### src/rtl/armleocpu_csr_exec_pkg.sv
// Shared encodings for the Zicsr execute sequencer: CSR file command codes,
// funct3 operation classes and the sequencer FSM states.
package armleocpu_csr_exec_pkg;

    localparam int CSR_CMD_WIDTH = 4;

    localparam logic [CSR_CMD_WIDTH-1:0] CSR_CMD_NONE       = 4'd0;
    localparam logic [CSR_CMD_WIDTH-1:0] CSR_CMD_READ       = 4'd1;
    localparam logic [CSR_CMD_WIDTH-1:0] CSR_CMD_WRITE      = 4'd2;
    localparam logic [CSR_CMD_WIDTH-1:0] CSR_CMD_READ_WRITE = 4'd3;

    // funct3[1:0] selects the operation; funct3[2] only selects zimm vs rs1.
    localparam logic [1:0] F3_ILLEGAL = 2'b00;
    localparam logic [1:0] F3_RW      = 2'b01;
    localparam logic [1:0] F3_RS      = 2'b10;
    localparam logic [1:0] F3_RC      = 2'b11;

    typedef enum logic [1:0] {
        STATE_IDLE   = 2'd0,
        STATE_ACCESS = 2'd1,
        STATE_WRITE  = 2'd2,
        STATE_RESP   = 2'd3
    } state_t;

endpackage

### src/rtl/armleocpu_csr_exec.sv
// Splits one Zicsr instruction into READ / WRITE / READ_WRITE commands for the
// CSR file, merges set/clear forms and returns the old value to writeback.
module armleocpu_csr_exec
    import armleocpu_csr_exec_pkg::*;
(
    input  logic                     clk,
    input  logic                     rst,

    input  logic                     req_valid,
    output logic                     req_ready,
    input  logic [2:0]               req_funct3,
    input  logic [11:0]              req_address,
    input  logic [31:0]              req_rs1_data,
    input  logic [4:0]               req_zimm,
    input  logic                     req_rs1_is_x0,
    input  logic                     req_rd_is_x0,

    input  logic                     kill,

    output logic                     rsp_valid,
    input  logic                     rsp_ready,
    output logic [31:0]              rsp_rd_data,
    output logic                     rsp_rd_write,
    output logic                     rsp_invalid,

    output logic [CSR_CMD_WIDTH-1:0] csr_cmd,
    output logic [11:0]              csr_address,
    output logic [31:0]              csr_writedata,
    input  logic [31:0]              csr_readdata,
    input  logic                     csr_invalid
);

    state_t      state;
    state_t      state_next;
    logic [11:0] address;
    logic [1:0]  op;
    logic        rs1_is_x0;
    logic        rd_is_x0;
    logic [31:0] operand;
    logic [31:0] old_value;
    logic        invalid;
    logic        accept;

    assign accept      = (state == STATE_IDLE) && req_valid && !kill;
    assign csr_address = address;

    always_ff @(posedge clk or posedge rst) begin
        if (rst) begin
            state     <= STATE_IDLE;
            address   <= '0;
            op        <= '0;
            rs1_is_x0 <= 1'b0;
            rd_is_x0  <= 1'b0;
            operand   <= '0;
            old_value <= '0;
            invalid   <= 1'b0;
        end else begin
            state <= state_next;
            if (accept) begin
                address   <= req_address;
                op        <= req_funct3[1:0];
                rs1_is_x0 <= req_rs1_is_x0;
                rd_is_x0  <= req_rd_is_x0;
                operand   <= req_funct3[2] ? {27'd0, req_zimm} : req_rs1_data;
                old_value <= '0;
                invalid   <= (req_funct3[1:0] == F3_ILLEGAL);
            end else if (state == STATE_ACCESS && !kill) begin
                old_value <= csr_readdata;
                invalid   <= csr_invalid;
            end else if (state == STATE_WRITE && !kill) begin
                // A read-only CSR only reports itself on the write attempt.
                invalid   <= invalid | csr_invalid;
            end
        end
    end

    always_comb begin
        state_next    = state;
        req_ready     = 1'b0;
        rsp_valid     = 1'b0;
        rsp_rd_data   = '0;
        rsp_rd_write  = 1'b0;
        rsp_invalid   = 1'b0;
        csr_cmd       = CSR_CMD_NONE;
        csr_writedata = '0;
        case (state)
            STATE_IDLE: begin
                req_ready = !kill;
                if (accept) begin
                    state_next = (req_funct3[1:0] == F3_ILLEGAL) ? STATE_RESP : STATE_ACCESS;
                end
            end
            STATE_ACCESS: begin
                if (op == F3_RW) begin
                    csr_cmd       = rd_is_x0 ? CSR_CMD_WRITE : CSR_CMD_READ_WRITE;
                    csr_writedata = operand;
                end else begin
                    csr_cmd = CSR_CMD_READ;
                end
                if (kill) begin
                    csr_cmd    = CSR_CMD_NONE;
                    state_next = STATE_IDLE;
                end else if (csr_invalid || op == F3_RW || rs1_is_x0) begin
                    state_next = STATE_RESP;
                end else begin
                    state_next = STATE_WRITE;
                end
            end
            STATE_WRITE: begin
                csr_cmd       = CSR_CMD_WRITE;
                csr_writedata = (op == F3_RS) ? (old_value | operand) : (old_value & ~operand);
                if (kill) begin
                    csr_cmd    = CSR_CMD_NONE;
                    state_next = STATE_IDLE;
                end else begin
                    state_next = STATE_RESP;
                end
            end
            STATE_RESP: begin
                if (kill) begin
                    state_next = STATE_IDLE;
                end else begin
                    rsp_valid    = 1'b1;
                    rsp_rd_data  = invalid ? 32'd0 : old_value;
                    rsp_rd_write = !invalid && !rd_is_x0;
                    rsp_invalid  = invalid;
                    if (rsp_ready) begin
                        state_next = STATE_IDLE;
                    end
                end
            end
            default: state_next = STATE_IDLE;
        endcase
    end

endmodule

### config.mk
export PLATFORM = sky130hd
export DESIGN_NAME = armleocpu_csr_exec
export DESIGN_NICKNAME = d
export VERILOG_FILES = /design/src/rtl/armleocpu_csr_exec_pkg.sv /design/src/rtl/armleocpu_csr_exec.sv
export SDC_FILE = /design/constraint.sdc
export NUM_CORES = 1
export LEC_CHECK = 0
export ABC_AREA = 1
export BUFFER_PORTS_ARGS = -buffer_cell sky130_fd_sc_hd__buf_2
export CORE_UTILIZATION = 44
export DETAILED_ROUTE_END_ITERATION = 8
export GPL_TIMING_DRIVEN = 0
export HOLD_SLACK_MARGIN = 0.12
export PLACE_DENSITY = 0.73
export SLEW_MARGIN = 20
export SYNTH_ARGS = -nofsm -noshare
export SYNTH_HDL_FRONTEND = slang
export SYNTH_SLANG_ARGS = --single-unit
### constraint.sdc
create_clock -name clk -period 3.3 [get_ports clk]
set_input_delay 0.66 -clock clk [delete_from_list [all_inputs] [get_ports clk]]
set_output_delay 0.66 -clock clk [all_outputs]
set_load 0.01 [all_outputs]
==> impl_metrics.json <==
{
  "status": "completed",
  "setup_ws_ps": 325,
  "drt_wl_total_mm": 13.5,
  "clk_path_buf_depth": 2,
  "total_power_uw": 4920,
  "slowest_delay_ps": 430,
  "coreArea_sq_mm": 0.00991,
  "rsz0062_at_grt": "no",
  "cts_root_buf": "clkbuf_8",
  "postPlaceCellArea_sq_mm": 0.00563,
  "synth.ff_latch_count": 83,
  "max_cap_violations": 0,
  "critPathSlowestCell": "dfrtp_1",
  "holdWs_ps": 398,
  "vias": 4582,
  "cts_resized": 0,
  "leakagePower_uw": 0.00336,
  "dieArea_sq_mm": 0.0108,
  "yosys_warnings": 0,
  "clk_pin_slew_ps": 90,
  "relSlewSlack_pct": 57.4,
  "critPathRequiredTime_ps": 2640,
  "min_period_ps": 2980,
  "antenna_found_initial": 0,
  "cp-start-kind": "register",
  "fin_crit_sh_pct": 90.2,
  "cts_made_buffers": 9,
  "max_freq_ghz": 0.336,
  "post_cts_buffers": 0,
  "layout_commonest_cell": "buf_2",
  "grt_max_degree": 49,
  "fin_nets": 869,
  "track_usage_pct": 25.2,
  "criticalPathCategory": "reg -> out",
  "end_kind": "output pin",
  "grt.overflow.total": 0,
  "path_delay_family": "buffers and inverters",
  "fin_skew_ps": 10.3,
  "power.density_mw_per_mm2": 847,
  "grt_pass1_vias": 4524,
  "first_iter_violations": 245,
  "routedWlPerCell_microns": 14.8,
  "netlist_instances": 586,
  "synthToLayoutAreaGrowth_pct": 27.1,
  "crit_chain": "inv_1, ha_1, buf_2, nand3_1, o21ai_1, buf_2, o21ai_0, inv_1, buf_2",
  "worstPathArrival_ps": 2320,
  "yosysSeqAreaShare_pct": 45.5,
  "place.gp.congestion": 0.871,
  "hold_path.class": "in -> async",
  "diodes": 0,
  "initial_core_util_pct": 46.1,
  "setup_viol_count_final": 0,
  "die_x_microns": 104,
  "synth_cell_types": 23,
  "final_cell_mix": "buf_2, inv_1, nand2_1",
  "pre_cts_ws_ps": 741,
  "avgViaCountPerCell": 5.05,
  "cp_num_buf_inv": 5,
  "port_buffers": 173,
  "h-tree-depth": 3,
  "stdcell_area_sq_mm": 0.00581,
  "clk_latency_ps": 350,
  "final_util_pct": 58.6,
  "cts_tree": "done",
  "die_h_microns": 104,
  "ant_nets": 0,
  "worstMarginPinSlew_ps": 639,
  "postCtsHoldBufs": 0,
  "drtPass1Iterations": 5,
  "synth_area_sq_mm": 0.00457,
  "rows": 36,
  "hold_viol": 0,
  "slew_viol_final": 0,
  "worst_path_most_repeated_cell": "buf_2",
  "syn_area_per_cell_sq_um": 7.80,
  "clock-sinks": 83,
  "vdd_drop_max_uv": 367,
  "hpwl_mm": 10.1,
  "drive_above_1_share_pct": 32.9,
  "grt_pass1_wl_mm": 21.6,
  "route.detailed.drc": 0,
  "worst-path-max-fanout": 10,
  "ioPinCount": 176
}
cell type report:
type,count,area [sq um]
flip-flops and latches,83,2080
fillers,954,4100
repair buffers,174,886
clock buffers,11,141
well taps,133,166
multi-input cells,355,1850
inverters,111,419
plain buffers,38,233
clock inverters,3,40.0
worst paths after layout:
check | cells after the start | from | endpoint | slack (ps)
worst min-delay path | 2 | rst | operand[5] | 400
worst min register to register | 2 | csr_address[3] | csr_address[3] | 480
min in group clk | 2 | csr_address[3] | csr_address[3] | 480
worst max-delay path | 9 | state[0] | csr_writedata[18] | 320
worst max register to register | 7 | state[0] | operand[3] | 1540
max in group asynchronous | 3 | rst | operand[23] | 2270
Yosys cell counts:
| cell | n | area [sq um] |
|---|---|---|
| nor2_4 | 1 | 11.3 |
| dfrtp_1 | 83 | 2080 |
| a21oi_1 | 34 | 170 |
| a211oi_2 | 30 | 375 |
| nand3_1 | 31 | 155 |
| o21a_1 | 1 | 7.51 |
| buf_6 | 5 | 56.3 |
| nand2_1 | 97 | 364 |
| clkinv_1 | 1 | 3.75 |
| buf_4 | 7 | 52.6 |
| inv_1 | 109 | 409 |
| a31oi_1 | 5 | 31.3 |
| conb_1 | 1 | 3.75 |
| a211oi_1 | 4 | 30.0 |
| o21ai_0 | 41 | 205 |
| inv_2 | 1 | 3.75 |
| clkbuf_1 | 4 | 15.0 |
| o21ai_1 | 25 | 125 |
| nor2_1 | 77 | 289 |
| buf_1 | 1 | 3.75 |
| ha_1 | 5 | 62.6 |
| nand2_2 | 2 | 12.5 |
| buf_2 | 21 | 105 |
where the power goes:
part | total (uW) | internal, uW | leakage, uW | switching (uW)
logic | 2490 | 931 | 0.00223 | 1560
clock network | 726 | 361 | 0.0000950 | 365
registers | 1710 | 1470 | 0.00103 | 234
total | 4920 | 2760 | 0.00336 | 2160
flip-flops by register name, indices dropped and copies added, names as in the netlist:
| signal | count |
|---|---|
| operand | 32 |
| rs1_is_x0 | 1 |
| invalid | 1 |
| state | 2 |
| csr_address | 12 |
| op | 2 |
| old_value | 32 |
| rd_is_x0 | 1 |
metal layers:
layer | track usage [%] | vias to the layer above | routed length (microns)
met2 | 42.1 | 192 | 6480
met1 | 33.0 | 2160 | 5730
met5 | 0 | - | 0
li1 | - | 2202 | -
met3 | 3.76 | 28 | 942
met4 | 9.59 | 0 | 312
logic make-up (layout without fill, tap and decap cells):
logic type | Yosys count | after routing | share of synthesized area, %
adder cells (fa/ha/maj) | 5 | 5 | 1.37
flip-flops | 83 | 83 | 45.5
AND/OR/NAND/NOR | 208 | 208 | 18.2
buffers and inverters | 149 | 337 | 14.2
other | 1 | 2 | 0.0821
AO/OA/AOI/OAI | 140 | 140 | 20.7
worst reg2reg max path: cells and delay by family (launching register included):
| family | cells | cell delay, ps |
|---|---|---|
| compound gates | 1 | 110 |
| fa+ha+maj | 1 | 210 |
| buf+inv | 3 | 540 |
| flops | 1 | 430 |
| simple gates | 2 | 340 |
stage by stage:
step | instances | TNS, ps
after CTS | 908 | 0
final | 908 | 0
after detailed placement | 894 | 0
after global placement | 893 | -39280
after global routing | 908 | 0
after floorplan | 587 | 0
Note: power is estimated with default switching activity, not from simulation.
